`src/rtl/aeolus_multicycle_core.sv`:
```
`timescale 1ns/1ps
// Aeolus multi-cycle core: FETCH/DECODE/EXECUTE/HALT sequencer around an A/B/O
// register file and a double-width accumulator, fed by an external 1-cycle ROM.
module aeolus_multicycle_core #(
  parameter int DATA_WIDTH = 4,
  parameter int PC_WIDTH   = 8
) (
  input  logic                    clk,
  input  logic                    reset,
  input  logic                    run,
  input  logic [2*DATA_WIDTH-1:0] switches,
  output logic [PC_WIDTH-1:0]     imem_addr,
  input  logic [7:0]              imem_data,
  output logic [2*DATA_WIDTH-1:0] cpu_out,
  output logic                    out_valid,
  output logic                    carry,
  output logic                    zero,
  output logic                    halted
);

  localparam int W  = DATA_WIDTH;
  localparam int AW = 2 * DATA_WIDTH;

  localparam logic [3:0] OP_LDA = 4'h1;
  localparam logic [3:0] OP_LDB = 4'h2;
  localparam logic [3:0] OP_LDO = 4'h3;
  localparam logic [3:0] OP_CLR = 4'h4;
  localparam logic [3:0] OP_ADD = 4'h5;
  localparam logic [3:0] OP_SUB = 4'h6;
  localparam logic [3:0] OP_AND = 4'h7;
  localparam logic [3:0] OP_OR  = 4'h8;
  localparam logic [3:0] OP_XOR = 4'h9;
  localparam logic [3:0] OP_INV = 4'hA;
  localparam logic [3:0] OP_LSH = 4'hB;
  localparam logic [3:0] OP_RSH = 4'hC;
  localparam logic [3:0] OP_SNZ = 4'hD;
  localparam logic [3:0] OP_JMP = 4'hE;
  localparam logic [3:0] OP_HLT = 4'hF;

  typedef enum logic [1:0] {FETCH, DECODE, EXECUTE, HALT} state_t;

  state_t                state, state_nxt;
  logic [PC_WIDTH-1:0]   pc, pc_nxt;
  logic [7:0]            ir;
  logic [W-1:0]          a, b;
  logic [AW-1:0]         acc, o;
  logic [3:0]            opcode;
  logic [3:0]            imm;

  // Returns {carry, acc}; opcodes outside the ALU group leave both untouched.
  function automatic logic [AW:0] alu(input logic [3:0] op, input logic [W-1:0] a_v,
                                      input logic [W-1:0] b_v, input logic [AW-1:0] acc_v,
                                      input logic c_v);
    logic [AW-1:0] ax, bx, s;
    ax  = {{W{1'b0}}, a_v};
    bx  = {{W{1'b0}}, b_v};
    s   = ax + bx;
    alu = {c_v, acc_v};
    case (op)
      OP_CLR:  alu = {c_v, {AW{1'b0}}};
      OP_ADD:  alu = {s[W], s};
      OP_SUB:  alu = {(a_v < b_v), ax - bx};
      OP_AND:  alu = {c_v, ax & bx};
      OP_OR:   alu = {c_v, ax | bx};
      OP_XOR:  alu = {c_v, ax ^ bx};
      OP_INV:  alu = {c_v, {W{1'b0}}, ~a_v};
      OP_LSH:  alu = {acc_v, 1'b0};
      OP_RSH:  alu = {acc_v[0], 1'b0, acc_v[AW-1:1]};
      default: ;
    endcase
    return alu;
  endfunction

  assign opcode    = ir[7:4];
  assign imm       = ir[3:0];
  assign imem_addr = pc;
  assign cpu_out   = o;
  assign zero      = (acc == '0);
  assign halted    = (state == HALT);

  always_ff @(posedge clk or posedge reset) begin
    if (reset) state <= FETCH;
    else       state <= state_nxt;
  end

  always_comb begin
    state_nxt = state;
    case (state)
      FETCH:   if (run) state_nxt = DECODE;
      DECODE:  state_nxt = EXECUTE;
      EXECUTE: state_nxt = (opcode == OP_HLT) ? HALT : FETCH;
      default: state_nxt = HALT;
    endcase
  end

  always_comb begin
    pc_nxt = pc + PC_WIDTH'(1);
    case (opcode)
      OP_SNZ:  if (acc != '0) pc_nxt = pc + PC_WIDTH'(2);
      OP_JMP:  pc_nxt = PC_WIDTH'(imm);
      OP_HLT:  pc_nxt = pc;
      default: ;
    endcase
  end

  // ---- datapath: IR loads on DECODE, architectural state updates on EXECUTE ----
  always_ff @(posedge clk or posedge reset) begin
    if (reset) begin
      pc        <= '0;
      ir        <= '0;
      a         <= '0;
      b         <= '0;
      acc       <= '0;
      o         <= '0;
      carry     <= 1'b0;
      out_valid <= 1'b0;
    end else begin
      out_valid <= 1'b0;
      case (state)
        DECODE: ir <= imem_data;
        EXECUTE: begin
          pc           <= pc_nxt;
          {carry, acc} <= alu(opcode, a, b, acc, carry);
          case (opcode)
            OP_LDA: a <= switches[AW-1:W];
            OP_LDB: b <= switches[W-1:0];
            OP_LDO: begin
              o         <= acc;
              out_valid <= 1'b1;
            end
            default: ;
          endcase
        end
        default: ;
      endcase
    end
  end

endmodule
```
`config.mk`:
```
export PLATFORM = sky130hd
export DESIGN_NAME = aeolus_multicycle_core
export DESIGN_NICKNAME = d
export VERILOG_FILES = /design/src/rtl/aeolus_multicycle_core.sv
export SDC_FILE = /design/constraint.sdc
export NUM_CORES = 1
export LEC_CHECK = 0
export CAP_MARGIN = 5
export CORE_ASPECT_RATIO = 0.9
export CORE_MARGIN = 5
export CORE_UTILIZATION = 50
export DETAILED_ROUTE_END_ITERATION = 10
export GPL_ROUTABILITY_DRIVEN = 1
export PLACE_DENSITY = 0.77
export RECOVER_POWER = 25
export SLEW_MARGIN = 10
export SYNTH_ARGS = -nofsm -noshare
export SYNTH_HDL_FRONTEND = slang
export SYNTH_SLANG_ARGS = --single-unit
```
`constraint.sdc`:
```
create_clock -name clk -period 1.95 [get_ports clk]
set_input_delay 0.39 -clock clk [delete_from_list [all_inputs] [get_ports clk]]
set_output_delay 0.39 -clock clk [all_outputs]
set_load 0.02 [all_outputs]
```
==> impl_summary.txt, run 1 <==
----------------------------------------------------
[Critical path]
  CP bufs+invs ... 1
  Cell with the biggest individual delay on the critical path ... or4_4
  Register-to-Register Path Depth ... 7
  WS Path Type ... reg2out
  Critical path depth in cells ... 3
  Largest delay share family, worst path ... simple AND/OR/NAND/NOR gates
  Required time reported for the critical path endpoint ... 1.56 ns
  Arrival time worst endpoint ... 1.53 ns
  Maximum fanout along the worst path ... 2
  Setup crit start kind ... flip-flop
  Largest stage delay on the critical path ... 0.56 ns
  Cell-by-cell listing of the critical path ... or4_4 > nor2_4 > buf_6
  CP endpoint kind ... primary output

[Place]
  Number of buffers inserted by port buffering ... 38
  HPWL reported at the end of detailed placement ... 5362 um
  Worst setup slack after placement ... -0.1064 ns
  Placer Congestion ... 0.9715

[Clock network]
  Number of hold buffers added after CTS ... 0
  CTS H-Tree Depth ... 2
  Buffer cell driving the clock tree root ... clkbuf_8
  Cts bufs inserted ... 5
  Post-CTS clock slew at the launch and capture registers of the worst setup and hold paths ... 0.09 ns
  Max Buffers Root-to-Sink ... 2
  Clk Latency, worst-skew pair ... 0.30 ns
  Clock tree from TritonCTS ... yes
  Num Clock Sinks ... 44

[Floorplan]
  Chip width ... 89.78 um
  I/O pin cnt ... 39
  Number of placement rows ... 26
  Starting density of the core ... 0.5089
  Area of the die ... 0.007344 mm2
  Core Box Area ... 0.005628 mm2
  Chip Height ... 81.80 um

[Timing]
  Hold Violations, Final ... 0
  Final Hold Slack ... 0.5121 ns
  Min setup slack post-route ... 0.02903 ns
  Clock skew after layout ... 0.009009 ns
  Worst slew margin ... 0.2865
  Total negative slack for setup checks ... 0 ns
  Final count of negative-setup-slack endpoints ... 0
  Transition time of the tightest slew-check pin ... 1.070 ns
  Period utilization ... 0.9851
  Fmax ... 0.5206 GHz
  Count of final max-slew check failures ... 0
  Final critical-path required period ... 1.921 ns
  Unrepaired setup endpoints after global routing ... yes

[Synth]
  Gate Count Post-Synth ... 292
  Synthesized Nets ... 327
  Number of synthesized flops with an enable pin ... 0
  Commonest register cell after synthesis ... dfrtp_1
  Mean area per synthesized cell ... 9.808 um2
  Top cells by instance count after synthesis ... dfrtp_1 (44), mux2_2 (25), nand2_1 (18)
  Cell with the most instances after synthesis ... dfrtp_1
  Fraction of registers with async set or reset after synthesis ... 1.000
  Warnings, synthesis ... 0
  Cell variety after synth ... 55
  Yosys top cell area share ... 0.3844
  Sequential fraction of the synthesis area ... 0.3844
  Top cell type by total area after synthesis ... dfrtp_1
  Area of the mapped netlist ... 0.002864 mm2
  Synthesized flop and latch total ... 44
  Leading post-synthesis cells by cell area ... dfrtp_1 (38%), mux2_2 (9.8%), ha_1 (6.1%)

[Cells and area]
  Share of cells above drive strength 1 ... 0.2642
  Layout-stage area growth over the synthesis result ... 32.02%
  Number of nets in the finished design ... 405
  Antenna Cells ... 0

[Power]
  PD cells ... 1818 mW/mm2
  Peak ir drop on the vdd network ... 1.172 mV
  Cell leakage power ... 1.637 nW

[GRT]
  Maximum number of pins on one net before global-route repair ... 45
  Total global routing overflow ... 0
  Wire length of the first global-routing pass ... 12330 um
  Vias in the first global route ... 2619
  Overall track demand over capacity in global routing ... 0.2058
  Initial antenna violation count ... 0

[Route]
  Total Routed Length ... 7219 um
  Average detailed-routed wire length per instance ... 16.37 um
  Detailed Routing Iterations Pass 1 ... 5
  DRC violation count after routing ... 0
  DRT antenna net count ... 0
  Via count ... 2635
  Mean number of vias per cell ... 5.975
  Number of design-rule violations left by the first detailed-router iteration ... 224

[Run]
  Count of max-cap constraint violations ... 0

[Status]
  Run status ... finished clean

[Min path]
  Depth of the worst hold-timing path ... 1
  Classification of the worst-slack hold path ... reg2reg

----------------------------------------------------
-- power by group --
| part | internal (W) | total, W | switching [W] |
|---|---|---|---|
| Clock | 0.000283 | 0.000608 | 0.000325 |
| Sequential | 0.00128 | 0.00164 | 0.000358 |
| Combinational | 0.00225 | 0.00462 | 0.00238 |
| Total | 0.00381 | 0.00687 | 0.00306 |
-- sequential cells by signal (all words and copies together) (netlist names) --
name / count
imem_addr: 8
a: 4
b: 4
out_valid: 1
acc: 8
state: 2
cpu_out: 8
ir: 8
carry: 1
-- cells by family (layout without fill, tap and decap cells) --
family                     after synthesis  after routing  share of synthesized area
muxes                                   26             26                     0.1018
adders and majority gates               16             16                    0.07514
DFF                                     44             44                     0.3844
buffers and inverters                   30            109                    0.04325
AOI/OAI and AO/OA                       90             90                     0.2189
and+or+nand+nor                         82             82                     0.1643
xor gates and xnor gates                 4              4                    0.01223
-- metrics by stage --
step           total power [W]  area [um2]  utilization  cells
6_report              0.006875        3781       0.6719    441
5_1_grt               0.007404        3781       0.6719    441
4_1_cts               0.006673        3726       0.6621    437
3_5_place_dp          0.005974        3610       0.6414    427
3_3_place_gp          0.005883        3610       0.6414    427
2_1_floorplan         0.004284        2864            -    292
-- path summary, 6_finish.rpt --
kind                                 to  startpoint  slack [ns]
min in group asynchronous     out_valid       reset        0.86
max in group asynchronous  imem_addr[0]       reset        0.37
max                                zero      acc[1]        0.03
min                          cpu_out[0]  cpu_out[0]        0.51
max reg2reg                      acc[1]        b[0]        0.05
min reg2reg                  cpu_out[0]  cpu_out[0]        0.51
-- worst reg2reg max path: stages (launching register included) --
cell,delay (ns)
dfrtp_1,0.41
ha_2,0.23
fa_2,0.43
nand2_1,0.08
a2bb2oi_1,0.16
o22ai_1,0.09
a211o_1,0.23
a22o_1,0.17
-- layout make-up --
cell class | count | area, um2
fillers | 473 | 1847
multi-input cells | 218 | 1685
flip-flops and latches | 44 | 1102
repair buffers | 84 | 749.5
well taps | 70 | 87.58
clock buffers | 6 | 82.58
inverters | 17 | 63.81
clock inverters | 2 | 10.01
-- layer usage --
metal | share of wire | global-route usage
met1 | 0.42 | 0.2614
met2 | 0.49 | 0.3567
met3 | 0.082 | 0.04487
met4 | 0.013 | 0.05891
met5 | 0 | 0
-- cell usage in the layout, fill, tap and decap left out, types with 2 or more instances in the layout --
cell type        count
dfrtp_1             43
buf_4               43
clkdlybuf4s50_1     36
mux2_2              25
nand2_1             18
o21ai_0             16
nor2_1              15
a21oi_1             15
inv_1               15
ha_1                11
nand2b_1             8
a22o_1               7
nand3_1              6
o22ai_1              6
clkbuf_8             6
nor2b_1              5
nor3_1               5
a22oi_1              4
or3_1                4
a31oi_1              4
o2bb2ai_1            3
and2_1               3
nor4_1               3
nand4_1              3
a2bb2oi_1            3
xnor2_1              3
a32oi_1              3
a32o_1               3
a211o_1              3
or4_4                2
o21ai_1              2
a221oi_1             2
o211ai_1             2
nand3b_1             2
or4_1                2
o21a_1               2
fa_2                 2
ha_2                 2
clkinv_2             2
buf_12               2
-- timing repair --
action,CTS,global route
endpoints found under the setup margin,4,11
pin swaps,0,4
gates resized for setup,11,8
setup buffers,2,4
Power figures use the tool's default switching activity.
==> run 2, diff against run 1 <==
HOLD_SLACK_MARGIN = 0.02   (was unset)
==> results of run 2 <==
The final DEF is identical to that of run 1; final timing and power are the same.
==> run 3, diff against run 2 <==
GPL_TIMING_DRIVEN = 0   (was unset)
==> run 3 against run 2 <==
Critical endpoint unchanged; die area did not move; critical path depth unchanged; first-iteration DRC count increased by 10%; worst hold slack about the same; power decreased by 2.0%; largest cell class unchanged; the run now ends with setup timing left; register-to-register slack got worse by 0.08 ns; clock power is essentially flat.
==> impl_summary.txt, run 3 (synthesized netlist as in run 1, its figures left out) <==
----------------------------------------------------
[Critical path]
  Maximum fanout along the worst path ... 3
  Setup crit start kind ... flip-flop
  Arrival time worst endpoint ... 1.62 ns
  CP endpoint kind ... primary output
  WS Path Type ... reg2out
  Required time reported for the critical path endpoint ... 1.56 ns

[Floorplan]
  Starting density of the core ... 0.5089
  Number of placement rows ... 26
  I/O pin cnt ... 39
  Core Box Area ... 0.005628 mm2
  Area of the die ... 0.007344 mm2
  Chip width ... 89.78 um
  Chip Height ... 81.80 um

[Clock network]
  Max Buffers Root-to-Sink ... 2
  Buffer cell driving the clock tree root ... clkbuf_8
  Num Clock Sinks ... 44
  Clock tree from TritonCTS ... yes
  Clk Latency, worst-skew pair ... 0.30 ns
  Cts bufs inserted ... 5
  Post-CTS clock slew at the launch and capture registers of the worst setup and hold paths ... 0.08 ns
  CTS H-Tree Depth ... 2

[Place]
  Placer Congestion ... 0.9310
  Worst setup slack after placement ... -0.2543 ns
  Number of buffers inserted by port buffering ... 38
  Area after detailed placement ... 0.003352 mm2
  HPWL reported at the end of detailed placement ... 5279 um
  Number of placed cells counting well taps ... 401

[Route]
  Via count ... 2608
  Detailed Routing Iterations Pass 1 ... 6
  Total Routed Length ... 7673 um
  DRC violation count after routing ... 0
  Average detailed-routed wire length per instance ... 18.18 um
  Mean number of vias per cell ... 6.180
  DRT antenna net count ... 0
  Number of design-rule violations left by the first detailed-router iteration ... 247

[Cells and area]
  Antenna Cells ... 0
  Layout fillers ... 467
  Number of nets in the finished design ... 386
  Most used cells in the layout excluding fill and tap cells ... dfrtp_1 (36), clkdlybuf4s50_1 (36), mux2_2 (25)
  Post-route insts no fill ... 422
  Final design instance area without fill ... 0.003666 mm2
  Layout-stage area growth over the synthesis result ... 28.00%
  Share of cells above drive strength 1 ... 0.2557

[GRT]
  Vias in the first global route ... 2508
  Total global routing overflow ... 0
  Initial antenna violation count ... 0
  Overall track demand over capacity in global routing ... 0.2105
  Maximum number of pins on one net before global-route repair ... 29
  Wire length of the first global-routing pass ... 12500 um

[Timing]
  Final count of negative-setup-slack endpoints ... 2
  Period utilization ... 1.030
  Final critical-path required period ... 2.008 ns
  Clock skew after layout ... 0.004988 ns
  Min setup slack post-route ... -0.05841 ns
  Count of final max-slew check failures ... 0
  Worst slew margin ... 0.5395
  Fmax ... 0.4979 GHz
  Unrepaired setup endpoints after global routing ... yes
  Hold Violations, Final ... 0
  Total negative slack for setup checks ... -0.09029 ns
  Transition time of the tightest slew-check pin ... 0.6899 ns

[Power]
  PD cells ... 1839 mW/mm2
  Peak ir drop on the vdd network ... 1.228 mV
  Total power ... 0.006740 W
  Cell leakage power ... 1.531 nW

[Min path]
  Classification of the worst-slack hold path ... reg2reg

[Status]
  Failing checks ... setup timing
  Run status ... finished, violations left

[Run]
  Count of max-cap constraint violations ... 0

----------------------------------------------------
run 3: changes by cell type in the layout (fill, tap and decap cells not counted), moves of 2 or more:
| cell | previous run | this run |
|---|---|---|
| buf_2 | 0 | 7 |
| buf_4 | 43 | 13 |
| clkbuf_1 | 0 | 2 |
| dfrtp_1 | 43 | 36 |
| dfrtp_2 | 1 | 8 |
| nor4_1 | 3 | 1 |
| nor4_2 | 0 | 2 |
run 3: final cells by class:
cell class	instances	area [um2]	share of cell area
multi-input combinational	218	1725	0.4706
clock inverter	2	10.01	0.002730
buffer	12	62.56	0.01706
clock buffer	6	82.58	0.02253
timing repair buffer	53	523.0	0.1427
inverter	17	63.81	0.01741
sequential	44	1111	0.3031
tap	70	87.58	0.02389
run 3: stage by stage:
stage	util	hold WS (ns)
2_1_floorplan	-	0.4803
3_3_place_gp	0.5920	0.4932
3_5_place_dp	0.5956	0.4981
4_1_cts	0.6261	0.3904
5_1_grt	0.6514	0.5399
6_report	0.6514	0.5119
run 3: repair_timing:
| action | 4_1_cts | 5_1_grt |
|---|---|---|
| gates resized for setup | 17 | 24 |
| cloned | 0 | 0 |
| hold buffers | 0 | 0 |
| buffers inserted | 8 | 7 |
| setup endpoints to repair | 6 | 20 |
| pin swaps | 1 | 13 |
run 3: path summary, 6_finish.rpt:
| kind | startpoint | to | slack, ns | cells after the start |
|---|---|---|---|---|
| max in group asynchronous | reset | acc[1] | 0.73 | 3 |
| worst min register to register | cpu_out[5] | cpu_out[5] | 0.51 | 1 |
| min in group asynchronous | reset | carry | 0.63 | 2 |
| worst min-delay path | cpu_out[5] | cpu_out[5] | 0.51 | 1 |
| worst max register to register | ir[7] | carry | -0.03 | 6 |
| worst max-delay path | acc[3] | zero | -0.06 | 3 |
run 3: critical path, cell delays in order (launching register included):
cell	delay [ns]
dfrtp_2	0.44
or4_4	0.59
nor2_4	0.16
buf_6	0.13
run 3: layer usage:
| metal | GRT usage | share of wire | up-vias |
|---|---|---|---|
| met3 | 0.03663 | 0.072 | 18 |
| met4 | 0.06647 | 0.020 | 0 |
| met2 | 0.3392 | 0.47 | 123 |
| met1 | 0.2914 | 0.44 | 1259 |
| met5 | 0 | 0 | - |
| li1 | - | - | 1208 |
run 3: where the power goes:
part | internal (W) | switching (W)
registers | 0.00130 | 0.000394
clock network | 0.000283 | 0.000321
logic | 0.00198 | 0.00246
